--- src/rtl/fetch_unit.sv ---
// Instruction-fetch stage: PC register, imem handshake and IF/ID register.
// A one-entry hold buffer keeps an instruction that returns under a stall.
module fetch_unit #(
  parameter logic [31:0] RESET_PC = 32'hBFC0_0000
) (
  input  logic        clk,
  input  logic        rst,
  input  logic        pa_pc_ifid_i,
  input  logic        wash_ifid_i,
  input  logic        bpu_redirect_i,
  input  logic [31:0] bpu_target_i,
  input  logic        cp0_redirect_i,
  input  logic [31:0] cp0_target_i,
  output logic        imem_req_o,
  output logic [31:0] imem_addr_o,
  input  logic        imem_ack_i,
  input  logic [31:0] imem_rdata_i,
  output logic [31:0] ifid_instr_o,
  output logic [31:0] ifid_pc_o,
  output logic        ifid_valid_o,
  output logic        fetch_pause_o
);

  typedef enum logic [1:0] {
    S_FETCH,
    S_HOLD,
    S_DRAIN
  } state_t;

  state_t      state;
  logic [31:0] pc;
  logic [31:0] drain_pc;
  logic [31:0] buf_instr;
  logic [31:0] buf_pc;

  logic        redir;
  logic [31:0] redir_pc;
  logic        deliver;
  logic [31:0] dl_instr;
  logic [31:0] dl_pc;

  assign redir = !pa_pc_ifid_i
               && (cp0_redirect_i || bpu_redirect_i);

  always_comb begin
    redir_pc = bpu_target_i;
    unique case (1'b1)
      cp0_redirect_i: redir_pc = cp0_target_i;
      default:        redir_pc = bpu_target_i;
    endcase
  end

  // What would enter IF/ID this cycle if nothing stalls or flushes it.
  always_comb begin
    deliver  = 1'b0;
    dl_instr = imem_rdata_i;
    dl_pc    = pc;
    unique case (1'b1)
      (state == S_FETCH): deliver = imem_ack_i && !redir;
      (state == S_HOLD): begin
        deliver  = !redir;
        dl_instr = buf_instr;
        dl_pc    = buf_pc;
      end
      default: deliver = 1'b0;
    endcase
  end

  always_ff @(posedge clk) begin
    if (rst) begin
      state     <= S_FETCH;
      pc        <= RESET_PC;
      drain_pc  <= 32'h0;
      buf_instr <= 32'h0;
      buf_pc    <= 32'h0;
    end else begin
      case (state)
        S_FETCH: begin
          if (imem_ack_i) begin
            if (redir) begin
              pc <= redir_pc;
            end else begin
              pc <= pc + 32'd4;
              if (pa_pc_ifid_i) begin
                buf_instr <= imem_rdata_i;
                buf_pc    <= pc;
                state     <= S_HOLD;
              end
            end
          end else if (redir) begin
            drain_pc <= redir_pc;
            state    <= S_DRAIN;
          end
        end
        S_DRAIN: begin
          if (imem_ack_i) begin
            pc    <= redir ? redir_pc : drain_pc;
            state <= S_FETCH;
          end else if (redir) begin
            drain_pc <= redir_pc;
          end
        end
        S_HOLD: begin
          if (!pa_pc_ifid_i) begin
            if (redir) pc <= redir_pc;
            state <= S_FETCH;
          end
        end
        default: state <= S_FETCH;
      endcase
    end
  end

  always_ff @(posedge clk) begin
    if (rst) begin
      ifid_instr_o <= 32'h0;
      ifid_pc_o    <= 32'h0;
      ifid_valid_o <= 1'b0;
    end else if (pa_pc_ifid_i) begin
      ifid_instr_o <= ifid_instr_o;
    end else if (wash_ifid_i || !deliver) begin
      ifid_instr_o <= 32'h0;
      ifid_pc_o    <= 32'h0;
      ifid_valid_o <= 1'b0;
    end else begin
      ifid_instr_o <= dl_instr;
      ifid_pc_o    <= dl_pc;
      ifid_valid_o <= 1'b1;
    end
  end

  assign imem_addr_o   = pc;
  assign imem_req_o    = !rst
                       && (state == S_FETCH
                        || state == S_DRAIN);
  assign fetch_pause_o = !rst
                       && ((state == S_FETCH && !imem_ack_i)
                        || state == S_DRAIN);

endmodule

--- config.mk ---
export PLATFORM = sky130hd
export DESIGN_NAME = fetch_unit
export DESIGN_NICKNAME = d
export VERILOG_FILES = /design/src/rtl/fetch_unit.sv
export SDC_FILE = /design/constraint.sdc
export NUM_CORES = 1
export LEC_CHECK = 0
export BUFFER_PORTS_ARGS = -buffer_cell sky130_fd_sc_hd__buf_2
export CORE_MARGIN = 2
export CORE_UTILIZATION = 45
export DETAILED_ROUTE_END_ITERATION = 16
export PLACE_DENSITY = 0.65
export SETUP_SLACK_MARGIN = 0.05
export SYNTH_ARGS = -nofsm -noshare
export SYNTH_HDL_FRONTEND = slang
export SYNTH_SLANG_ARGS = --single-unit
export TNS_END_PERCENT = 50
--- constraint.sdc ---
create_clock -name clk -period 2.6 [get_ports clk]
set_input_delay 0.78 -clock clk [delete_from_list [all_inputs] [get_ports clk]]
set_output_delay 0.78 -clock clk [all_outputs]
set_load 0.01 [all_outputs]
==> out/metrics.csv <==
metric;value;unit
finalSetupViolCount;0;
clk_pin_slew_worst_paths;0.07;ns
async_flop_share;0;%
drtAntennaViolNets;0;
grt_usage;26.3;%
crit_family;buffers and inverters;
cpPeakStageDelay;0.38;ns
final_cells;1645;
port_buffers;201;
drive_above_1_share;28.8;%
power_frac_seq;43.5;%
startpoint_type;register;
drtIter0Drc;696;
fin_nets;1465;
via_per_inst;5.72;
critPathKind;reg2out;
tightest_slew;0.892;ns
initial_core_util;45.9;%
hold_buffers;0;
core_area;21000;sq um
area_delta_synth_final;22.8;%
period_share;95.4;%
outcome;finished clean;
critPathMaxFanout;7;
crit_buf_inv;3;
cellPowerDensity;649;nW/um^2
synth-seq-area-share;40.5;%
ir_drop;0.000455;V
grt_pass1_vias;9058;
ys_types;79;
synth_seq_cells;195;
fp.dieW;150;microns
p_comb_share;22.2;%
power;0.00768;W
gp_congestion;0.901;
finalWirelength;29100;microns
grt_antenna_before_repair;2;
dp.cells;1613;
drv_slew;0;
io_pins;202;
grt_max_degree;90;
clockRootBuffer;clkbuf_16;
cp_common_cell;nor2_1;
hp-class;reg2reg;
fin_skew;0.0134;ns
clkPwrFrac;34.4;%
critical_path_required;1.82;ns
cts_made_buffers;17;
dieArea;22600;sq um
syn-cell-area;9640;sq um
dp_hpwl;20300;microns
relSlewSlack;40.6;%
cp_cell_sequence;inv_1 -> ha_1 -> buf_4 -> nor2b_2 -> nor2_1 -> nor2_1 -> buf_2;
die_h;150;microns
cp-end-kind;primary output;
core.rowCount;53;
insertion_delay;0.44;ns
ys_warn_count;0;
cts_tree;yes;
grt_pass1_wl;47100;microns
p_leak;4.80;nW
syn_inst;1167;
cts_setup_buffers;0;
vias;9408;
cts_buffer_depth;2;
synth_edf_count;0;
gr-total-overflow;0;
fmax;0.403;GHz
switching_share;31.5;%
critPathSlowestCell;dfxtp_2;
syn-num-nets;1275;
wl_per_cell;17.7;microns
avgSynthCellArea;8.26;sq um
finalSetupTns;0;ns
first_pass_iters;6;
cts.sinks;195;
fin_crit;2.48;ns
internal_power;0.00527;W
report.final.hold_viol_count;0;
drc;0;
cap_violations;0;
rsz0062_at_grt;yes;
synth_flop_cell;dfxtp_1;
htreeDepth;4;
antennaDiodeCount;0;
cp.arrival;1.70;ns
p_sw;0.00242;W
==> tightest hold or removal path, stage by stage, from the launching register on <==
cell	delay, ns
dfxtp_1	0.31
nand2_1	0.05
a21oi_1	0.05
==> sequential cells by signal (all words and copies together) (netlist names) <==
register,cells
buf_instr,32
buf_pc,32
drain_pc,32
ifid_instr_o,32
ifid_pc_o,32
ifid_valid_o,1
imem_addr_o,32
state,2
==> power by group through the flow <==
stage | Combinational, W | Clock (W) | Sequential, W
after floorplan | 0.000985 | 0 | 0.00341
after global placement | 0.00167 | 0 | 0.00341
after detailed placement | 0.00169 | 0 | 0.00341
after CTS | 0.00170 | 0.00269 | 0.00334
after global routing | 0.00187 | 0.00280 | 0.00337
final | 0.00170 | 0.00264 | 0.00334
==> cell type report <==
class,instances,area (sq um)
multi-input combinational,853,5280
fill,1955,9180
clock buffer,18,439
tap,275,344
timing repair buffer,277,1680
sequential,195,3910
clock inverter,14,141
inverter,13,48.8
==> what timing repair did <==
| item | 4_1_cts | 5_1_grt |
|---|---|---|
| pin swaps | 0 | 0 |
| setup endpoints to repair | 2 | 4 |
| gates resized for setup | 1 | 2 |
==> kinds of logic (layout without fill, tap and decap cells) <==
family,Yosys count,count (layout),synth area share [%]
compound gates,338,338,23.8
flops,195,195,40.5
buf+inv,119,322,5.10
xor+xnor,10,10,0.908
simple gates,405,405,18.4
fa+ha+maj,5,5,0.649
mux,95,95,10.7
==> synth_stat cells (7+ instances only) <==
| cell type | instances | area share [%] |
|---|---|---|
| dfxtp_1 | 195 | 40 |
| nand2_1 | 177 | 6.9 |
| nor2_1 | 141 | 5.5 |
| a21oi_1 | 98 | 5.1 |
| a22oi_1 | 73 | 5.7 |
| clkbuf_1 | 63 | 2.5 |
| mux2_2 | 63 | 7.4 |
| a211oi_1 | 41 | 3.2 |
| mux2i_1 | 32 | 3.3 |
| buf_2 | 27 | 1.4 |
| o21ai_0 | 26 | 1.3 |
| nor3_1 | 15 | 0.78 |
| buf_1 | 14 | 0.54 |
| o211ai_1 | 14 | 1.1 |
| inv_1 | 12 | 0.47 |
| a31oi_1 | 10 | 0.65 |
| nand3_1 | 10 | 0.52 |
| nor4_1 | 10 | 0.65 |
| o21ai_1 | 9 | 0.47 |
| nand2b_1 | 8 | 0.52 |
| or3_1 | 7 | 0.45 |
==> stage by stage <==
| step | instance area (sq um) | hold WS, ns | setup WS [ns] | utilization, % |
|---|---|---|---|---|
| detailed placement | 11300 | 0.443 | 0.0145 | 53.6 |
| global placement | 11300 | 0.438 | 0.0625 | 53.6 |
| global route | 11800 | 0.461 | 0.00849 | 56.3 |
| floorplan | 9640 | 0.433 | 0.106 | - |
| finish | 11800 | 0.453 | 0.118 | 56.3 |
| CTS | 11800 | 0.454 | 0.0266 | 56.3 |
==> routing by layer <==
metal | vias up | routed length [microns] | global-route usage (%)
li1 | 4588 | - | -
met1 | 4449 | 12000 | 32.6
met2 | 315 | 14000 | 44.1
met3 | 54 | 2160 | 6.30
met4 | 2 | 898 | 10.0
met5 | - | 16 | 0
==> final timing paths <==
check                                             start                           end  slack, ns  cells after the start
worst max-delay path              state[1]$_SDFFE_PP0P_                 fetch_pause_o       0.12                      7
worst min-delay path            buf_pc[19]$_SDFFE_PP0P_       buf_pc[19]$_SDFFE_PP0P_       0.45                      2
worst min register to register  buf_pc[19]$_SDFFE_PP0P_       buf_pc[19]$_SDFFE_PP0P_       0.45                      2
worst max register to register    state[1]$_SDFFE_PP0P_  imem_addr_o[21]$_SDFFE_PP0P_       0.32                      8
==> layout by cell type (no fill, tap or decap), types with 12 or more instances in the layout <==
cell type	n
inv_1	12
o211ai_1	14
nand2_1	177
mux2_2	63
buf_2	200
a21oi_1	98
dfxtp_1	194
mux2i_1	32
nor2_1	140
o21ai_0	26
nor3_1	14
buf_4	68
a22oi_1	73
a211oi_1	41
clkbuf_16	17
No activity file was read; power rests on OpenSTA's default activity.
